<file path="config.mk">
export PLATFORM = sky130hd
export DESIGN_NAME = digital_axis_ramp
export DESIGN_NICKNAME = d
export VERILOG_FILES = /design/src/rtl/axis_ramp_pkg.sv /design/src/rtl/axis_ramp_chan.sv /design/src/rtl/digital_axis_ramp.sv
export SDC_FILE = /design/constraint.sdc
export NUM_CORES = 1
export LEC_CHECK = 0
export ABC_AREA = 1
export BUFFER_PORTS_ARGS = -buffer_cell sky130_fd_sc_hd__buf_2
export CORE_MARGIN = 10
export CORE_UTILIZATION = 50
export CTS_CLUSTER_SIZE = 30
export DETAILED_ROUTE_END_ITERATION = 10
export PLACE_DENSITY_LB_ADDON = 0.3
export RECOVER_POWER = 100
export SETUP_SLACK_MARGIN = 0.5
export SYNTH_ARGS = -nofsm -noshare
export SYNTH_HDL_FRONTEND = slang
export SYNTH_HIERARCHICAL = 1
export SYNTH_SLANG_ARGS = --single-unit
</file>
<file path="constraint.sdc">
create_clock -name clk_50 -period 2.6 [get_ports clk_50]
set_input_delay 0.26 -clock clk_50 [delete_from_list [all_inputs] [get_ports clk_50]]
set_output_delay 0.26 -clock clk_50 [all_outputs]
set_load 0.05 [all_outputs]
</file>
<file path="src/rtl/axis_ramp_pkg.sv">
// Shared definitions for the digital axis ramp: channel modes and the clamp helper.
package axis_ramp_pkg;

  // Per-channel operating mode; encoding 2'd3 is not listed and behaves as HOLD.
  typedef enum logic [1:0] {
    MODE_HOLD   = 2'd0,
    MODE_SPRING = 2'd1,
    MODE_PASS   = 2'd2
  } axis_mode_e;

  // Upper clamp done on 32-bit operands so callers can widen first and never wrap.
  function automatic logic [31:0] clamp_hi(input logic [31:0] v, input logic [31:0] hi);
    logic [31:0] r;
    if (v > hi) begin
      r = hi;
    end else begin
      r = v;
    end
    return r;
  endfunction

endpackage

</file>
<file path="src/rtl/axis_ramp_chan.sv">
// One axis channel: HOLD / SPRING / PASS update of a clamped accumulator.
// The accumulator is value_out itself, so mode changes never jump.
module axis_ramp_chan
  import axis_ramp_pkg::*;
#(
  parameter int WIDTH   = 8,
  parameter int STEP    = 1,
  parameter int MAX_VAL = (1 << WIDTH) - 2,
  parameter int CENTER  = 1 << (WIDTH - 1)
) (
  input  logic             clk_50,
  input  logic             RESET_L,
  input  logic             tick,
  input  logic             clear,
  input  logic             inc,
  input  logic             dec,
  input  logic [1:0]       mode,
  input  logic [WIDTH-1:0] analog_in,
  output logic [WIDTH-1:0] value_out,
  output logic             at_min,
  output logic             at_max
);

  // One guard bit above WIDTH keeps cur+STEP from wrapping before the clamp.
  localparam int W1 = WIDTH + 1;
  localparam logic [W1-1:0] MAX_X  = W1'(MAX_VAL);
  localparam logic [W1-1:0] CEN_X  = W1'(CENTER);
  localparam logic [W1-1:0] STEP_X = W1'(STEP);

  logic [WIDTH-1:0] value_r;
  logic             at_min_r;
  logic             at_max_r;
  logic [W1-1:0]    cur_s;
  logic [W1-1:0]    pass_s;
  logic [W1-1:0]    up_s;
  logic [W1-1:0]    down_s;
  logic [W1-1:0]    spring_s;
  logic [W1-1:0]    next_s;

  // Candidate values for each kind of move, all saturating.
  always_comb begin
    cur_s  = {1'b0, value_r};
    pass_s = W1'(clamp_hi(32'(analog_in), 32'(MAX_VAL)));
    up_s   = W1'(clamp_hi(32'(cur_s + STEP_X), 32'(MAX_VAL)));
    if (cur_s >= STEP_X) begin
      down_s = cur_s - STEP_X;
    end else begin
      down_s = {W1{1'b0}};
    end
    // Spring return lands exactly on CENTER when closer than one step.
    if (cur_s > CEN_X) begin
      spring_s = ((cur_s - CEN_X) > STEP_X) ? (cur_s - STEP_X) : CEN_X;
    end else if (cur_s < CEN_X) begin
      spring_s = ((CEN_X - cur_s) > STEP_X) ? (cur_s + STEP_X) : CEN_X;
    end else begin
      spring_s = CEN_X;
    end
  end

  // Next value selection: clear, then PASS tracking, then tick-gated ramping.
  always_comb begin
    next_s = cur_s;
    if (clear) begin
      case (mode)
        MODE_SPRING: next_s = CEN_X;
        MODE_PASS:   next_s = pass_s;
        default:     next_s = {W1{1'b0}};
      endcase
    end else if (mode == MODE_PASS) begin
      next_s = pass_s;
    end else if (tick) begin
      if (inc && !dec) begin
        next_s = up_s;
      end else if (dec && !inc) begin
        next_s = down_s;
      end else if (mode == MODE_SPRING) begin
        next_s = spring_s;
      end else begin
        next_s = cur_s;
      end
    end else begin
      next_s = cur_s;
    end
  end

  // Value and limit flags registered together from the same next value.
  always_ff @(posedge clk_50 or negedge RESET_L) begin
    if (!RESET_L) begin
      value_r  <= {WIDTH{1'b0}};
      at_min_r <= 1'b1;
      at_max_r <= 1'b0;
    end else begin
      value_r  <= next_s[WIDTH-1:0];
      at_min_r <= (next_s == {W1{1'b0}});
      at_max_r <= (next_s == MAX_X);
    end
  end

  assign value_out = value_r;
  assign at_min    = at_min_r;
  assign at_max    = at_max_r;

endmodule

</file>
<file path="src/rtl/digital_axis_ramp.sv">
// Multi-channel axis ramp: shared tick divider feeding CHANNELS independent channels.
module digital_axis_ramp
  import axis_ramp_pkg::*;
#(
  parameter int CHANNELS = 2,
  parameter int WIDTH    = 8,
  parameter int TICK_DIV = 196850,
  parameter int STEP     = 1,
  parameter int MAX_VAL  = (1 << WIDTH) - 2,
  parameter int CENTER   = 1 << (WIDTH - 1)
) (
  input  logic                      clk_50,
  input  logic                      RESET_L,
  input  logic [CHANNELS-1:0]       inc,
  input  logic [CHANNELS-1:0]       dec,
  input  logic [2*CHANNELS-1:0]     mode,
  input  logic [WIDTH*CHANNELS-1:0] analog_in,
  input  logic                      clear,
  output logic [WIDTH*CHANNELS-1:0] value_out,
  output logic [CHANNELS-1:0]       at_min,
  output logic [CHANNELS-1:0]       at_max,
  output logic                      tick
);

  localparam int CNT_W = (TICK_DIV > 1) ? $clog2(TICK_DIV) : 1;
  localparam logic [CNT_W-1:0] CNT_LAST = CNT_W'(TICK_DIV - 1);

  logic [CNT_W-1:0] cnt_r;
  logic [CNT_W-1:0] cnt_next_s;
  logic             tick_r;

  // Divider next count: clear restarts the period, otherwise wrap at the last count.
  always_comb begin
    if (clear) begin
      cnt_next_s = {CNT_W{1'b0}};
    end else if (cnt_r == CNT_LAST) begin
      cnt_next_s = {CNT_W{1'b0}};
    end else begin
      cnt_next_s = cnt_r + CNT_W'(1);
    end
  end

  // Counter and a tick flag that is high exactly while the count sits at its last value.
  always_ff @(posedge clk_50 or negedge RESET_L) begin
    if (!RESET_L) begin
      cnt_r  <= {CNT_W{1'b0}};
      tick_r <= 1'b0;
    end else begin
      cnt_r  <= cnt_next_s;
      tick_r <= (cnt_next_s == CNT_LAST);
    end
  end

  assign tick = tick_r;

  for (genvar c = 0; c < CHANNELS; c++) begin : g_chan
    axis_ramp_chan #(
      .WIDTH  (WIDTH),
      .STEP   (STEP),
      .MAX_VAL(MAX_VAL),
      .CENTER (CENTER)
    ) u_chan (
      .clk_50   (clk_50),
      .RESET_L  (RESET_L),
      .tick     (tick_r),
      .clear    (clear),
      .inc      (inc[c]),
      .dec      (dec[c]),
      .mode     (mode[2*c +: 2]),
      .analog_in(analog_in[WIDTH*c +: WIDTH]),
      .value_out(value_out[WIDTH*c +: WIDTH]),
      .at_min   (at_min[c]),
      .at_max   (at_max[c])
    );
  end

endmodule

</file>
== Yosys cells after proc, flatten, opt, wreduce, memory -nomap -nowiden ==
Index checks and enable logic that the tools add are counted.
Widths: inputs -> output; s select.

* Register bits after elaboration: 39
* Word-level logic and storage cells: 81
* Output and inout port bits: 21
* ROM bits: 0
* Memories kept: 0
* RAM bits: 0
* Input port bits: 27
* Bits in latches: 0

* Add/sub/neg operators: 11
* $mul: 0
* Order comparisons: 14
* Equality and inequality tests: 8
* Mux-type cells: 30
* Reduce and logical (&&, ||, !) cells: 10
* Bitwise operators: 0
* Divide/modulo/power cells: 0
* Shift operators: 0

{| class="wikitable"
|+ Operators by type and width
! kind !! count
|-
| $mux 9 || 24
|-
| $gt 32x8->1 const B || 2
|-
| $add 8x1->9 const B || 4
|-
| $eq 18x18->1 const B || 2
|-
| $gt 9x1->1 const B || 4
|-
| $mux 18 || 2
|-
| $pmux 9 s2 || 2
|-
| $gt 8x8->1 const B || 4
|-
| $add 18x1->18 const B || 1
|-
| $eq 9x8->1 const B || 2
|-
| $logic_not 9->1 || 2
|-
| $sub 8x1->9 const B || 2
|-
| $sub 8x8->9 const A || 2
|-
| $sub 8x8->9 const B || 2
|-
| $ge 8x1->1 const B || 2
|-
| $lt 8x8->1 const B || 2
|-
| $mux 8 || 2
|-
| $eq 2x1->1 const B || 2
|-
| $eq 2x2->1 const B || 2
|-
| $logic_and 1x1->1 || 4
|-
| $logic_not 1->1 || 4
|}

== Longest topological paths before layout ==
* Depth after elaboration: 12
* Depth in mapped cells: 21
* Mapped depth without buffers: 21

== By module ==
Netlist, hierarchy kept.

{| class="wikitable"
|+ Modules (own cells, without submodules)
! module !! area each (um^2) !! sequential area each (um^2) !! cells each !! instances
|-
| axis_ramp_chan || 1630.3 || 251.5 || 290 || 2
|-
| digital_axis_ramp || 1171.1 || 475.5 || 165 || 1
|}

== Worst setup path before layout ==
Ideal clock, no wire load.

* Path kind: reg2reg
* Start: register g_chan[0].u_chan.value_r[0]
* End: register g_chan[0].u_chan.at_max_r
* Path slack: -0.048 ns
* Data arrival time: 2.580 ns
* Path buffers: 0
* Cell stages (with the launch flop): 18
* Required time: 2.531 ns
* Clock period less this slack: 2.648 ns
* Library setup time: 0.069 ns
* Path through: dfrtp_1 inv_2 ha_1 inv_1 or2_2 nor2_1 nand2_1 nor2_1 nand3_1 nand2_1 nand2_2 a21oi_2 nand2_1 o21ai_1 nand2_1 nand2_2 nand3_1 nor2_2

* Cells in the longest elaborated chain, start to end: 12
* Elaborated cells on any way between the ends: 24
* Those cells by class: 5 x add/sub; 6 x order compare; 1 x eq/ne; 12 x mux

{| class="wikitable"
|+ Ends and longest elaborated chain
! what !! RTL line !! RTL
|-
| from (decl) || axis_ramp_chan.sv:30 || <nowiki>logic [WIDTH-1:0] value_r;</nowiki>
|-
| from (signal assigned) || axis_ramp_chan.sv:89 || <nowiki>value_r <= {WIDTH{1'b0}};</nowiki>
|-
| from (signal assigned) || axis_ramp_chan.sv:93 || <nowiki>value_r <= next_s[WIDTH-1:0];</nowiki>
|-
| $sub 8x8->9 || axis_ramp_chan.sv:54 || <nowiki>spring_s = ((CEN_X - cur_s) > STEP_X) ? (cur_s + STEP_X) : CEN_X;</nowiki>
|-
| $gt 9x1->1 || axis_ramp_chan.sv:54 ||
|-
| $mux 9 || axis_ramp_chan.sv:54 ||
|-
| $mux 9 || axis_ramp_chan.sv:53 || <nowiki>end else if (cur_s < CEN_X) begin</nowiki>
|-
| $mux 9 || axis_ramp_chan.sv:51 || <nowiki>if (cur_s > CEN_X) begin</nowiki>
|-
| $mux 9 || axis_ramp_chan.sv:76 || <nowiki>end else if (mode == MODE_SPRING) begin</nowiki>
|-
| $mux 9 || axis_ramp_chan.sv:74 || <nowiki>end else if (dec && !inc) begin</nowiki>
|-
| $mux 9 (*) || axis_ramp_chan.sv:72 || <nowiki>if (inc && !dec) begin</nowiki>
|-
| $mux 9 (*) || axis_ramp_chan.sv:71 || <nowiki>end else if (tick) begin</nowiki>
|-
| $mux 9 (*) || axis_ramp_chan.sv:69 || <nowiki>end else if (mode == MODE_PASS) begin</nowiki>
|-
| $mux 9 (*) || axis_ramp_chan.sv:63 || <nowiki>if (clear) begin</nowiki>
|-
| via g_chan[0].u_chan.next_s[3] || axis_ramp_chan.sv:38 || <nowiki>logic [W1-1:0] next_s;</nowiki>
|-
| $eq 9x8->1 (*) || axis_ramp_chan.sv:95 || <nowiki>at_max_r <= (next_s == MAX_X);</nowiki>
|-
| to (signal assigned) || axis_ramp_chan.sv:95 ||
|-
| to (decl) || axis_ramp_chan.sv:32 || <nowiki>logic at_max_r;</nowiki>
|}

Mark *: on every way through the listed nets, which the timed path passes. The rest lies on a longest branch.

== Worst setup path in the final report ==
Same ends and word-level chain as after synthesis.

==> metrics.md <==
| Metric | Value |
|---|---|
| Register-to-Register Path Depth | `19` |
| Max IR drop VDD | `0.4667 mV` |
| Final ANT Viol Nets | `0` |
| Critical path, cell by cell | `buf_6 -> ha_4 -> nand4_1 -> buf_4 -> nand2_4 -> inv_2 -> nand2_2 -> nor2_2 -> nand3_2 -> nand2_4 -> nand2_8 -> buf_4 -> nand3_2 -> nand2_1 -> nand2_1 -> nand2_1 -> nand2_1 -> nand3_2 -> nor2_2` |
| Pwr Density | `387.0 nW/µm²` |
| Reg2reg setup slack | `0.13 ns` |
| Pre-CTS setup slack | `just over 0.09 ns` |
| Boundary Pins | `48` |
| Initial Utilization | `0.5107` |
| Register bit total from synthesis | `39` |
| Fillers | `787` |
| Max incr delay on CP | `around 0.54 ns` |
| CTS sink cnt | `39` |
| Post-synthesis cell area | `4432 µm²` |
| Final Max Tran Viols | `40` |
| CTS max path bufs | `2` |
| Number of synthesized flops with an enable pin | `0` |
| Top cell by count, worst path | `nand2_1` |
| CP Capture Type | `flop` |
| WP depth | `19` |
| Slew margin rel. | `-0.3652` |
| GR Util met3 | `0.03512` |
| GP Congestion | `1.034` |
| Finished Layout Cells | `961` |
| Initial DRT Pass Iterations | `5` |
| Maximum level of the CTS H-tree | `2` |
| Syn_area_per_cell | `5.949 µm²` |
| CP arrival | `2.70 ns` |
| Commonest non-fill, non-tap cell in the layout | `nand2_1` |
| Final net count | `about 900` |
| Buf/Inv on CP | `4` |
| Initial antenna violation count | `0` |
| Required @ worst endpoint | `roughly 2.8 ns` |
| Post-synth ARST share | `1.000` |
| CTS tree | `built` |
| Ant. Diodes | `0` |
| FF/Latch Area | `around 1000 µm²` |
| Routed WL | `between 10000 and 15000 µm` |
| R2r endpoint | `g_chan[0].u_chan/at_max` |
| Yosys warns | `6` |
| Min Clock Period, post-route | `2.469 ns` |
| Ys flop type | `dfrtp_1` |
| Num CTS Buffers | `5` |
| RSZ-0062 raised after global routing | `yes` |
| DP HPWL | `approximately 10000 µm` |
| F_max | `405.0 MHz` |
| Final hold violation count | `0` |
| Startpoint Class | `flop` |
| DIE AREA | `roughly 13000 µm²` |
| Setup Skew | `0.007822 ns` |
| Total grt overflow | `0` |
| CP Max Fanout | `6` |
| Reg2reg start | `g_chan[0].u_chan/value_out[0]` |
| Hold endpoint | `g_chan[0].u_chan/value_out[4]` |
| Tot GR Track Use | `0.2082` |
| Setup violators final | `0` |
| Final setup margin | `0.1310 ns` |
| Initial drt markers | `597` |
| Design Power | `2.233 mW` |
| # rows | `34` |
| Vias per cell | `5.439` |
| Vias | `5227` |
| Multi-input gate area | `3306 µm²` |
| Vias in the first global route | `about 4800` |
| Setup TNS | `0 ns` |
| Clock root buffer master | `clkbuf_8` |
| Cts hold-fix bufs | `0` |
| HP Class | `in -> reg` |
| Share of layout cells above drive strength 1 | `0.3072` |
| Failing checks | `max-capacitance violations, max-slew violations` |
| Status | `finished, violations left` |
| Number of port buffers | `47` |
| M2 GR Usage | `0.3402` |
| Syn nets | `approximately 800` |
| Worst slew pin tran | `around 2.0 ns` |
| Slowest cell on crit path | `dfrtp_4` |
| Post-Synthesis Cells | `about 750` |
| First-pass GRT wire length | `22840 µm` |
| Met1 Use GR | `0.2721` |
| Wire per inst | `15.26 µm` |
| Die X | `114.1 µm` |
| Die Y | `114.1 µm` |
| # DRC | `0` |
| Placed cell count | `898` |
| Top Usage Layer GRT | `met2` |
| Max-Cap Viols | `1` |
| Commonest non-fill, non-tap cells in the layout | `nand2_1 (231), inv_1 (81), nor2_1 (73)` |
| Leak | `2.953 nW` |
| Critical setup path kind | `reg -> reg` |
| CP top delay family | `simple AND/OR/NAND/NOR gates` |
| Core area | `roughly 8700 µm²` |
| Post-synth cell types | `35` |
| Clk_lat worst skew | `0.30 ns` |
| P&R area growth vs syn | `30.18%` |
| Register area share after synthesis | `0.2208` |
| Final Cycle Share | `0.9496` |
| Worst hold path depth | `3` |
| Clk pin slew, worst setup/hold paths | `0.08 ns` |
| Hold_sp | `analog_in[4]` |
| Largest net degree at the start of global routing | `40` |
-- cells by family after synthesis --
logic type / share of synthesized area
AND/OR/NAND/NOR: 0.4975
AO/OA/AOI/OAI: 0.08865
buffers and inverters: 0.1191
adder cells (fa/ha/maj): 0.05082
flip-flops: 0.2208
XOR/XNOR: 0.02315
-- where the power goes --
part           switching (mW)  total (mW)  internal [mW]  leakage (nW)
Combinational           0.645        1.02          0.375          2.38
Sequential             0.0596       0.700          0.641         0.512
Clock                   0.227       0.513          0.286        0.0581
Total                   0.931        2.23           1.30          2.95
-- metal layers --
layer,part of all wire,up-vias
li1,-,2560
met1,0.41,2386
met2,0.49,249
met3,0.081,32
met4,0.024,0
met5,0,-
-- worst min-delay path, cell delays in order --
cell and delay, ns:
buf_2 0.09, nand2_1 0.06, nand2_2 0.07
-- cell usage after synthesis (7+ instances only) --
cell       n  share of area
nand2_1  248           0.21
dfrtp_1   37           0.21
inv_1     89          0.075
inv_2     12          0.010
ha_1      18          0.051
buf_2      8         0.0090
nor2_2    22          0.031
nand3_1   67          0.076
nand4_1   20          0.028
o21ai_0   10          0.011
nor2_4     7          0.018
nor2_1    82          0.069
a21oi_1   36          0.041
nand2_2   20          0.028
-- flip-flops by register name, indices dropped and copies added (netlist names) --
signal	flops
cnt_r	18
g_chan.u_chan/at_max	2
g_chan.u_chan/at_min	2
g_chan.u_chan/value_out	16
tick	1
-- worst max path at each step --
| stage | start | endpoint | slack, ns |
|---|---|---|---|
| 2_1_floorplan | g_chan[0].u_chan/value_out[1] | g_chan[0].u_chan/at_max | 0.34 |
| 3_3_place_gp | g_chan[0].u_chan/value_out[0] | g_chan[0].u_chan/at_max | 0.12 |
| 3_5_place_dp | g_chan[0].u_chan/value_out[0] | g_chan[0].u_chan/at_max | 0.09 |
| 4_1_cts | g_chan[0].u_chan/value_out[0] | g_chan[0].u_chan/at_max | 0.30 |
| 5_1_grt | g_chan[0].u_chan/value_out[0] | g_chan[0].u_chan/at_min | 0.002 |
| 6_report | g_chan[0].u_chan/value_out[0] | g_chan[0].u_chan/at_max | 0.13 |
-- layout make-up --
class,count,share of cell area
Sequential cell,39,0.1731
Inverter,105,0.07287
Clock inverter,3,0.007591
Clock buffer,5,0.01193
Timing Repair Buffer,119,0.1381
Multi-Input combinational cell,582,0.5730
Tap cell,108,0.02342
-- through the flow --
stage,instance area [µm²],util,hold WS [ns]
global route,5769,0.6648,0.2168
CTS,5433,0.6260,0.1009
floorplan,4514,-,-0.03559
global placement,4878,0.5621,0.4065
finish,5769,0.6648,0.2145
detailed placement,4878,0.5621,0.4215
-- what timing repair did --
item | in CTS | in global routing
pin swaps | 37 | 46
buffers inserted | 30 | 25
resized for setup | 56 | 59
endpoints found under the setup margin | 19 | 20
No activity file was read; power rests on OpenSTA's default activity.
